### src/rtl/gpc_arb_pkg.sv
// Shared definitions for the Gray-indexed round-robin arbiter.
//   - arb_state_t : FSM state encoding (ARB_IDLE=0, ARB_GRANT=1)
//   - bin2gray    : binary to Gray conversion. It works on 32 bits; callers
//                   truncate to their index width. This is exact because each
//                   Gray bit depends only on the same and next-higher binary
//                   bit, and the zero-extended upper bits contribute nothing.
//   - wrap_inc    : increment modulo n, using an explicit compare against n-1
package gpc_arb_pkg;

  typedef enum logic {
    ARB_IDLE  = 1'b0,
    ARB_GRANT = 1'b1
  } arb_state_t;

  function automatic logic [31:0] bin2gray(input logic [31:0] bin);
    return bin ^ (bin >> 1);
  endfunction

  // The compare against n-1 keeps the wrap correct when n is not a power of 2.
  function automatic int wrap_inc(input int value, input int n);
    return (value == n - 1) ? 0 : value + 1;
  endfunction

endpackage

### src/rtl/gray_rr_arbiter_rr_pick.sv
// Rotating first-set-bit search. This block is purely combinational.
// It searches req in the order ptr, ptr+1, ..., wrapping from NR_REQ-1 to 0.
//   req   : request vector
//   ptr   : highest-priority index; must be below NR_REQ
//   found : at least one request is set
//   pick  : index of the first set request in rotated order (0 when none)
module rr_pick #(
  parameter int NR_REQ    = 4,
  parameter int IDX_WIDTH = 2
) (
  input  logic [NR_REQ-1:0]    req,
  input  logic [IDX_WIDTH-1:0] ptr,
  output logic                 found,
  output logic [IDX_WIDTH-1:0] pick
);

  localparam logic [IDX_WIDTH:0] NR_EXT = (IDX_WIDTH + 1)'(NR_REQ);

  logic [IDX_WIDTH:0]   cand_sum [NR_REQ];
  logic [IDX_WIDTH-1:0] cand_idx [NR_REQ];
  logic [NR_REQ-1:0]    cand_hit;

  // Candidate gi is the requester at rotated position gi, counted from ptr.
  // The extra sum bit means ptr+gi cannot overflow before the modulo step.
  generate
    for (genvar gi = 0; gi < NR_REQ; gi++) begin : g_cand
      assign cand_sum[gi] = {1'b0, ptr} + (IDX_WIDTH + 1)'(gi);
      assign cand_idx[gi] = (cand_sum[gi] >= NR_EXT)
                          ? IDX_WIDTH'(cand_sum[gi] - NR_EXT)
                          : IDX_WIDTH'(cand_sum[gi]);
      assign cand_hit[gi] = req[cand_idx[gi]];
    end
  endgenerate

  // The loop scans downward, so the lowest rotated position that is set wins.
  always_comb begin
    found = 1'b0;
    pick  = '0;
    for (int k = NR_REQ - 1; k >= 0; k--) begin
      if (cand_hit[k]) begin
        found = 1'b1;
        pick  = cand_idx[k];
      end
    end
  end

endmodule

### src/rtl/gray_rr_arbiter.sv
// Round-robin arbiter with a hold timeout. It shares one resource among
// NR_REQ requesters and publishes the owner index in both binary and Gray code.
//   clk          : clock, rising edge
//   rst          : synchronous reset, active-high
//   req          : per-requester request level
//   done         : per-requester release pulse; only the current owner's bit counts
//   gnt          : one-hot grant, registered
//   gnt_valid    : high while any grant is asserted
//   gnt_idx_bin  : index of the current or last owner, binary
//   gnt_idx_gray : the same index in Gray code
//   timeout      : one-cycle pulse after an ownership is ended by the hold limit
module gray_rr_arbiter
  import gpc_arb_pkg::*;
#(
  parameter int NR_REQ     = 4,
  parameter int IDX_WIDTH  = 2,
  parameter int MAX_HOLD   = 15,
  parameter int HOLD_WIDTH = 4
) (
  input  logic                 clk,
  input  logic                 rst,
  input  logic [NR_REQ-1:0]    req,
  input  logic [NR_REQ-1:0]    done,
  output logic [NR_REQ-1:0]    gnt,
  output logic                 gnt_valid,
  output logic [IDX_WIDTH-1:0] gnt_idx_bin,
  output logic [IDX_WIDTH-1:0] gnt_idx_gray,
  output logic                 timeout
);

  localparam bit HOLD_EN = (MAX_HOLD != 0);
  localparam logic [HOLD_WIDTH-1:0] HOLD_LAST =
    HOLD_WIDTH'(HOLD_EN ? MAX_HOLD - 1 : 0);

  arb_state_t             state_reg,   state_next;
  logic [NR_REQ-1:0]      gnt_reg,     gnt_next;
  logic [IDX_WIDTH-1:0]   idx_reg,     idx_next;
  logic [IDX_WIDTH-1:0]   ptr_reg,     ptr_next;
  logic [HOLD_WIDTH-1:0]  hold_reg,    hold_next;
  logic                   timeout_reg, timeout_next;

  logic                   found;
  logic [IDX_WIDTH-1:0]   pick;
  logic                   owner_done;
  logic                   owner_req;
  logic                   hold_limit;
  logic                   release_now;

  rr_pick #(
    .NR_REQ   (NR_REQ),
    .IDX_WIDTH(IDX_WIDTH)
  ) u_pick (
    .req  (req),
    .ptr  (ptr_reg),
    .found(found),
    .pick (pick)
  );

  // Masking with the one-hot grant picks out the owner's bits and ignores
  // everyone else. In IDLE the grant is zero, so both terms are zero.
  assign owner_done  = |(done & gnt_reg);
  assign owner_req   = |(req & gnt_reg);
  assign hold_limit  = HOLD_EN && (hold_reg == HOLD_LAST);
  assign release_now = owner_done || !owner_req || hold_limit;

  always_ff @(posedge clk) begin
    if (rst) begin
      state_reg   <= ARB_IDLE;
      gnt_reg     <= '0;
      idx_reg     <= '0;
      ptr_reg     <= '0;
      hold_reg    <= '0;
      timeout_reg <= 1'b0;
    end else begin
      state_reg   <= state_next;
      gnt_reg     <= gnt_next;
      idx_reg     <= idx_next;
      ptr_reg     <= ptr_next;
      hold_reg    <= hold_next;
      timeout_reg <= timeout_next;
    end
  end

  always_comb begin
    state_next   = state_reg;
    gnt_next     = gnt_reg;
    idx_next     = idx_reg;
    ptr_next     = ptr_reg;
    hold_next    = hold_reg;
    timeout_next = 1'b0;
    case (state_reg)
      ARB_IDLE: begin
        if (found) begin
          state_next = ARB_GRANT;
          gnt_next   = NR_REQ'(1) << pick;
          idx_next   = pick;
          hold_next  = '0;
        end
      end
      ARB_GRANT: begin
        if (release_now) begin
          // The owner drops to lowest priority; the index outputs keep its value.
          state_next   = ARB_IDLE;
          gnt_next     = '0;
          ptr_next     = IDX_WIDTH'(wrap_inc(int'(idx_reg), NR_REQ));
          hold_next    = '0;
          // A timeout is reported only when the hold limit was the sole cause.
          timeout_next = hold_limit && !owner_done && owner_req;
        end else begin
          hold_next = hold_reg + HOLD_WIDTH'(1);
        end
      end
      default: begin
        state_next = ARB_IDLE;
        gnt_next   = '0;
      end
    endcase
  end

  assign gnt          = gnt_reg;
  assign gnt_valid    = |gnt_reg;
  assign gnt_idx_bin  = idx_reg;
  // Gray is derived combinationally from the registered binary index,
  // so both index outputs change on the same clock edge.
  assign gnt_idx_gray = IDX_WIDTH'(bin2gray(32'(idx_reg)));
  assign timeout      = timeout_reg;

endmodule

### config.mk
export PLATFORM = sky130hd
export DESIGN_NAME = gray_rr_arbiter
export DESIGN_NICKNAME = d
export VERILOG_FILES = /design/src/rtl/gpc_arb_pkg.sv /design/src/rtl/gray_rr_arbiter_rr_pick.sv /design/src/rtl/gray_rr_arbiter.sv
export SDC_FILE = /design/constraint.sdc
export NUM_CORES = 1
export LEC_CHECK = 0
export CAP_MARGIN = 25
export CORE_AREA = 2 2 45 47
export CTS_CLUSTER_SIZE = 14
export DETAILED_ROUTE_END_ITERATION = 12
export DIE_AREA = 0 0 47 49
export GPL_ROUTABILITY_DRIVEN = 0
export HOLD_SLACK_MARGIN = 0.15
export PLACE_DENSITY = 0.73
export SYNTH_ARGS = -nofsm -noshare
export SYNTH_HDL_FRONTEND = slang
export SYNTH_SLANG_ARGS = --single-unit
### constraint.sdc
create_clock -name clk -period 1.7 [get_ports clk]
set_input_delay 0.17 -clock clk [delete_from_list [all_inputs] [get_ports clk]]
set_output_delay 0.17 -clock clk [all_outputs]
set_load 0.03 [all_outputs]
Word level (Yosys, flattened, before mapping)
Index checks and enable logic that the tools add are counted.
{"block": "word_totals", "wordCells": 76, "regBits": 14, "out_inout_bits": 10, "in_bits": 10}
{"block": "classes", "n_addsub": 9, "reduce_logical": 13, "eq_ne": 4, "shifts": 1, "n_bitwise": 5, "muxes": 30, "n_lt_le_gt_ge": 8}
{"op": "2-to-1 mux 2 bit", "n": 9}
{"op": "2-to-1 mux 4 bit", "n": 4}
{"op": "one-hot mux 4 bit (2 select lines)", "n": 2}
{"op": "less-than comparator 2 x 3 -> 1 bit (second input constant)", "n": 4}
{"op": "OR reduction 4 bit", "n": 3}
{"op": "2-to-1 mux 1 bit", "n": 10}
{"op": ">= comparator 3 bit (second input constant)", "n": 3}
{"op": "AND 4 bit", "n": 2}
{"op": "binary-select mux 1 bit (select 2 bit)", "n": 4}
{"op": "subtractor 2 x 1 -> 2 bit (second input constant)", "n": 4}
{"op": "adder 2 x 2 -> 3 bit (second input constant)", "n": 2}
{"op": "AND reduction 2 bit", "n": 3}
{"op": "adder 4 x 1 -> 4 bit (second input constant)", "n": 1}
{"op": "equality test 4 bit (second input constant)", "n": 1}
{"op": "<< shifter 1 x 2 -> 4 bit (first input constant)", "n": 1}
{"op": "adder 2 x 1 -> 3 bit (second input constant)", "n": 1}
{"op": ">= comparator 2 x 3 -> 1 bit (second input constant)", "n": 1}
{"op": "OR reduction 3 bit", "n": 1}
{"op": "adder 2 x 1 -> 2 bit (second input constant)", "n": 1}
{"op": "equality test 2 x 1 -> 1 bit (second input constant)", "n": 1}
{"op": "logical AND 1 bit", "n": 2}
{"op": "zero test 1 bit", "n": 2}
{"op": "logical OR 1 bit", "n": 2}
{"op": "!= test 2 x 1 -> 1 bit (second input constant)", "n": 1}
{"op": "other kinds (4)", "n": 5}

Longest topological paths before layout
Gate-level depths: netlist (run 1).
{"block": "logic_depth", "word_depth": 12, "ltp_mapped": 6, "depth_no_buf": 6}

Modules after synthesis
Synthesis (run 1) repeated with hierarchy kept, for this count alone.
{"block": "hier_totals", "hier_cells": 91, "area_unflattened_um2": 772.0}
{"module": "gray_rr_arbiter", "instances": 1, "cells_per_inst": 78, "seq_area_each_um2": 280.3, "area_per_inst_um2": 694.4}
{"module": "rr_pick", "instances": 1, "cells_per_inst": 13, "seq_area_each_um2": 0.0, "area_per_inst_um2": 77.6}

Worst setup path after synthesis (run 1)
OpenSTA, ideal clock, no wires.
{"block": "synth_path", "path_kind": "reg2reg", "start": "register gnt_reg[1], in the netlist gnt[1]", "end": "register ptr_reg[0]", "period_less_slack_ns": 1.577, "setup_ns": 0.121, "arrival_ns": 1.456, "required_time_ns": 1.579, "path_buffers": 0, "slack_ns": 0.123, "path_stages_with_launch": 5, "path_cell_list": "dfxtp_1 a22o_1 a211oi_1 a21oi_1 mux2_2"}
{"block": "synth_via", "elab_chain_len": 6, "elab_cells_between_ends": 8, "classes_between": "bitwise (2); reduce/logical (6)"}
{"element": "from (decl)", "line": "gray_rr_arbiter.sv:36", "text": "logic [NR_REQ-1:0] gnt_reg, gnt_next;"}
{"element": "from (signal assigned)", "line": "gray_rr_arbiter.sv:76", "text": "gnt_reg <= gnt_next;"}
{"element": "AND 4 bit", "line": "gray_rr_arbiter.sv:62", "text": "assign owner_req = |(req & gnt_reg);"}
{"element": "OR reduction 4 bit", "line": "gray_rr_arbiter.sv:62"}
{"element": "zero test 1 bit", "line": "gray_rr_arbiter.sv:64", "text": "assign release_now = owner_done || !owner_req || hold_limit;"}
{"element": "logical OR 1 bit * (2 in a row)", "line": "gray_rr_arbiter.sv:64"}
{"element": "AND reduction 2 bit (no source line) *"}
{"element": "to (signal assigned)", "line": "gray_rr_arbiter.sv:78", "text": "ptr_reg <= ptr_next;"}
{"element": "to (decl)", "line": "gray_rr_arbiter.sv:38", "text": "logic [IDX_WIDTH-1:0] ptr_reg, ptr_next;"}
Mark *: on every way between the ends. The rest lies on a longest branch, timed or not.
A chain may end at the register's enable or synchronous reset.

Final worst setup path (run 1)
{"block": "layout_path", "start": "register gnt_reg[2], in the netlist gnt[2]", "end": "output gnt_valid"}
{"block": "layout_via", "elab_chain_len": 1}
{"element": "OR reduction 4 bit", "line": "gray_rr_arbiter.sv:121", "text": "assign gnt_valid = |gnt_reg;"}
{"element": "to (decl)", "line": "gray_rr_arbiter.sv:25", "text": "output logic gnt_valid,"}
Every way passes these cells.

==> results of run 1 <==
==> worst min-delay path, delay by kind of cell (launching register included) <==
family	cells	cell delay (ps)
DFF	1	350
and+or+nand+nor	1	70
AOI/OAI and AO/OA	1	50
==> power breakdown <==
part | leakage [nW] | internal (W) | switching, W
Combinational | 0.304 | 0.000133 | 0.000146
Sequential | 0.114 | 0.000348 | 0.0000174
Clock | 0.0210 | 0.000130 | 0.000108
Total | 0.439 | 0.000611 | 0.000271
==> layout by cell type (no fill, tap or decap), types with 3 or more instances in the layout <==
master,count
nand2b_1,5
ha_1,3
clkdlybuf4s50_1,17
o32ai_1,4
buf_4,14
inv_1,3
clkbuf_4,3
nor3_1,3
nor2b_1,4
a21oi_1,4
dfxtp_1,14
nand2_1,5
nor2_1,7
==> cells in the mapped netlist, types with 3 or more instances <==
master	instances	area, um2
ha_1	3	37.54
inv_1	3	11.26
nor3_1	3	15.01
nor2_1	7	26.28
nand2_1	5	18.77
a21oi_1	4	20.02
dfxtp_1	14	280.3
nand2b_1	5	31.28
o32ai_1	4	35.03
nor2b_1	4	25.02
==> timing repair <==
item                                    in CTS  in global routing
hold buffers                                 0                  0
endpoints found under the setup margin       2                  0
buffers inserted                             0                  0
resized for setup                            2                  0
==> routing by layer <==
layer | vias up | track usage, %
met5 | - | 0
met4 | 0 | 6.944
met3 | 4 | 3.333
met2 | 12 | 27.85
met1 | 373 | 27.94
li1 | 402 | -
==> cells by family after synthesis <==
kind of cell	after synthesis	synth area share (%)
buffers and inverters	6	3.447
AOI/OAI and AO/OA	23	24.92
DFF	14	35.11
muxes	3	3.918
and+or+nand+nor	40	27.90
adders and majority gates	3	4.703
==> cell type report <==
class                   instances  area, um2  area share (%)
repair buffers                 33      292.8           25.57
multi-input cells              69      490.5           42.84
clock buffers                   4      36.28           3.169
well taps                      27      33.78           2.951
inverters                       3      11.26          0.9836
flip-flops and latches         14      280.3           24.48
==> worst min path at each step <==
stage	start	end	slack (ps)	cells past startpoint
CTS	hold_reg[3]	hold_reg[3]	510	2
detailed placement	hold_reg[3]	hold_reg[3]	500	2
floorplan	rst	ptr_reg[1]	350	2
finish	hold_reg[3]	hold_reg[3]	510	2
global placement	hold_reg[3]	hold_reg[3]	490	2
global route	hold_reg[3]	hold_reg[3]	540	2
==> through the flow <==
stage,worst slack [ps],util (%),power [W],instances
floorplan,123.5,-,0.0005308,89
global placement,-82.46,60.33,0.0006525,146
detailed placement,-114.3,60.33,0.0006573,146
CTS,53.19,62.16,0.0008867,150
global route,29.58,62.16,0.0009256,150
finish,62.94,62.16,0.0008827,150
==> impl_metrics.yaml, run 1 <==
die:
  die_area_um2: 2303
  coreArea_um2: 1842
  io_pins: 20
  die_y_um: 49
  std_cell_rows: 16
  initial_core_util_pct: 43.34
  die_w_um: 47
critical_path:
  crit_family: "simple AND/OR/NAND/NOR gates"
  crit_path_end: "gnt_valid"
  crit_start: "gnt[2]"
  startpoint_type: "flop"
  cp_max_fo: 2
  rr_endpoint: "ptr_reg[0]"
  crit_type: "flop to output pin"
  crit_chain: "or4_1 > dlygate4sd2_1"
  worstSetupPathDepth: 2
  cp_num_buf_inv: 1
  crit_arrival_ps: 1470
  r2r-start: "gnt[0]"
  crit_path_end_kind: "output pin"
  required_ps: 1530
  rr_worst_depth: 5
  cp_slowest_cell: "or4_1"
  rrSetupSlack_ps: 120
  cpPeakStageDelay_ps: 500
detailed_routing:
  top_layer: "met4"
  drt_wl_total_um: 1987
  firstDrtPassIters: 4
  route.met3.wl_um: 48
  ant_nets: 0
  m1WireLength_um: 937
  avgRoutedWirePerCell_um: 13.25
  remaining_drc_errors: 0
  wl_met2_um: 964
  drt_iter0_markers: 10
  vias: 791
  via_per_inst: 5.273
clock_tree:
  cts-root-buf: "clkbuf_4"
  cts_tree: "yes"
  cts.clk_slew.worst_paths_ps: 90
  cts_max_path_buffers: 2
  clk_latency_ps: 280
  clock-sinks: 14
  numCtsBuffers: 3
  htreeDepth: 1
global_route:
  overflow: 0
  gr-usage-all-layers_pct: 19.18
  grt_max_degree: 17
  grt_pass1_vias: 751
  grt_first_pass_wirelength_um: 3222
  antenna_found_initial: 0
timing:
  timing.slew.headroom_pct: 78.94
  hold_viol_final: 0
  worstMarginPinSlew_ps: 311.8
  min_period_ps: 1637
  whs_ps: 512.2
  setup-violations-final: 0
  maxSlewViolCount: 0
  fmax_mhz: 610.9
  rsz0062_at_grt: "no"
  fin_crit_sh_pct: 96.30
  setup-tns-final_ps: 0
  skew_ps: 6.221
synth:
  synthFlopType: "dfxtp_1"
  ys_ff_latch: 14
  synth-seq-area-share_pct: 35.11
  syn_nets: 102
  synth.cell_area_um2: 798.3
  syn_area_per_cell_um2: 8.969
  synthCells: 89
  async_flop_share_pct: 0
  synth_edf_count: 0
  yosys_warnings: 0
  ys_types: 38
final_layout:
  fin_nets: 137
  fin_area_um2: 1145
  num_antenna_cells: 0
  syn_to_final_growth_pct: 43.42
  num-fill-cells: 173
  drive_gt1_share_pct: 19.51
outcome:
  status: "completed"
pwr:
  p_leak_nw: 0.4391
  vdd_ir_drop_max_uv: 571.5
  power_density_nw_per_um2: 771.0
job:
  max_cap_violations: 0
placement:
  place_area_um2: 1111
  dpl.hpwl_um: 1583
  io_buffers: 19
hold_path:
  hold_class: "flop to flop"
No activity file was read; power rests on OpenSTA's default activity.
==> inputs of run 2 (changes only) <==
--- a/config.mk
+++ b/config.mk
@@ -11,6 +11,7 @@
 export DETAILED_ROUTE_END_ITERATION = 12
 export DIE_AREA = 0 0 47 49
 export GPL_ROUTABILITY_DRIVEN = 0
+export GPL_TIMING_DRIVEN = 0
 export HOLD_SLACK_MARGIN = 0.15
 export PLACE_DENSITY = 0.73
 export SYNTH_ARGS = -nofsm -noshare
==> constraint.sdc (replaced) <==
create_clock -name clk -period 1.7 [get_ports clk]
set_input_delay 0.17 -clock clk [delete_from_list [all_inputs] [get_ports clk]]
set_output_delay 0.17 -clock clk [all_outputs]
set_load 0.02 [all_outputs]
==> run 2 against run 1 <==
Effect of this change:
- register-to-register slack improved by 50 ps
- flip-flop and latch count stayed put
- sequential power up 2%
- clock skew down 2.3 ps
- clock-buffer cell count decreased by 1
- design area is 8.0% lower
- combinational power shrank 18%
- core utilization shrank 5.0 points
- critical path depth did not move
- critical endpoint unchanged
- largest cell class unchanged
==> impl_metrics.yaml, run 2 (synthesized netlist as in run 1, its figures left out) <==
outcome:
  status: "completed"
final_layout:
  layoutNonFillerInstCount: 138
  num_antenna_cells: 0
  syn_to_final_growth_pct: 31.97
  fin_nets: 126
  drive_gt1_share_pct: 11.71
  mostFrequentLayoutCell: "clkdlybuf4s50_1"
  mostFrequentLayoutCells: "clkdlybuf4s50_1, dfxtp_1, nor2_1"
critical_path:
  rr_worst_depth: 4
  startpoint_type: "flop"
  rrSetupSlack_ps: 170
  cp_max_fo: 5
  rr_endpoint: "gnt[3]"
  required_ps: 1530
  r2r-start: "ptr_reg[1]"
  crit_path_end_kind: "output pin"
  crit_arrival_ps: 1460
  crit_type: "flop to output pin"
placement:
  dpl.hpwl_um: 1440
  dp.cells: 135
  io_buffers: 19
timing:
  fmax_mhz: 611.7
  min_period_ps: 1635
  setup-violations-final: 0
  worstMarginPinSlew_ps: 476.6
  maxSlewViolCount: 0
  fin_crit_sh_pct: 96.17
  skew_ps: 3.942
  whs_ps: 503.3
  timing.slew.headroom_pct: 68.23
  hold_viol_final: 0
  rsz0062_at_grt: "no"
global_route:
  grt_pass1_vias: 647
  grt_first_pass_wirelength_um: 3029
  overflow: 0
  antenna_found_initial: 0
  gr-usage-all-layers_pct: 18.02
  grt_max_degree: 11
pwr:
  pwr-share-seq_pct: 47.7
  sw_frac_of_total_pct: 30.48
  vdd_ir_drop_max_uv: 445.6
  power_density_nw_per_um2: 739.7
  combPwrFrac_pct: 29.1
  p_leak_nw: 0.3715
  switchingPower_w: 0.0002375
  clkPwrFrac_pct: 23.2
  p_int_w: 0.0005417
clock_tree:
  post_cts_buffers: 0
  clock-sinks: 14
  numCtsBuffers: 3
  cts.clk_slew.worst_paths_ps: 80
  cts_max_path_buffers: 2
  ctsHoldBuffers: 0
  clk_latency_ps: 270
  htreeDepth: 1
  cts_tree: "yes"
  cts-root-buf: "clkbuf_4"
die:
  die_y_um: 49
  die_w_um: 47
  coreArea_um2: 1842
  std_cell_rows: 16
  initial_core_util_pct: 43.34
  io_pins: 20
  die_area_um2: 2303
detailed_routing:
  drt_wl_total_um: 1851
  drt_iter0_markers: 10
  ant_nets: 0
  firstDrtPassIters: 4
  via_per_inst: 5.471
  avgRoutedWirePerCell_um: 13.41
  vias: 755
  remaining_drc_errors: 0
hold_path:
  worstHoldStart: "gnt_idx_bin[1]"
  worstHoldPathCells: 2
  hold_end: "gnt_idx_bin[1]"
  hold_class: "flop to flop"
job:
  max_cap_violations: 0
-- run 2: cell types whose count changed in the layout (fill, tap and decap cells not counted), sizes merged --
cell	change
buf	-12
clkdlybuf4s15	+1
dlygate4sd2	-1
-- run 2: power by group through the flow --
stage	combinational [W]	sequential [W]	clock, W
after floorplan	0.000126	0.000387	0
after global placement	0.000227	0.000379	0
after detailed placement	0.000229	0.000380	0
after CTS	0.000223	0.000372	0.000190
after global routing	0.000245	0.000376	0.000206
final	0.000227	0.000372	0.000181
-- run 2: stage by stage --
| step | total power [W] | cell area [um2] | setup slack, ps | util [%] | setup TNS [ps] |
|---|---|---|---|---|---|
| 2_1_floorplan | 0.0005131 | 798.3 | 202.0 | - | 0 |
| 5_1_grt | 0.0008273 | 1054 | 0.09603 | 57.20 | 0 |
| 3_3_place_gp | 0.0006057 | 1022 | -186.1 | 55.50 | -896.8 |
| 3_5_place_dp | 0.0006088 | 1022 | -179.1 | 55.50 | -1014 |
| 6_report | 0.0007793 | 1054 | 65.18 | 57.20 | 0 |
| 4_1_cts | 0.0007843 | 1042 | 30.69 | 56.59 | 0 |
-- run 2: worst max-delay path, cell delays in order, from the launching register on --
cell,delay [ps]
dfxtp_1,370
or4_1,530
clkdlybuf4s15_1,300
-- run 2: what timing repair did --
| action | CTS | global route |
|---|---|---|
| endpoints found under the setup margin | 2 | 4 |
| gates resized for setup | 2 | 3 |
| pin swaps | 0 | 0 |
-- run 2: area by class of cell --
| cell class | count | area (um2) |
|---|---|---|
| fill | 187 | 788.3 |
| multi-input combinational | 69 | 500.5 |
| sequential | 14 | 280.3 |
| timing repair buffer | 19 | 188.9 |
| tap | 27 | 33.78 |
| clock buffer | 3 | 22.52 |
| buffer | 3 | 16.27 |
| inverter | 3 | 11.26 |
-- run 2: layer usage --
layer  up-vias  GRT usage, %  wire length (um)
met2        18         25.34               857
met5         -             0                 0
met3         4         3.704                68
li1        378             -                 -
met1       355         27.34               907
met4         0         5.556                19
-- run 2: worst max-delay path by stage --
stage               startpoint         end  slack (ps)  cells after the start
floorplan               gnt[1]  ptr_reg[0]         200                      4
global placement        req[0]  ptr_reg[0]        -190                      5
detailed placement      req[0]  ptr_reg[0]        -180                      5
CTS                     gnt[2]   gnt_valid          30                      2
global route            gnt[3]   gnt_valid         0.1                      2
finish                  gnt[2]   gnt_valid          70                      2
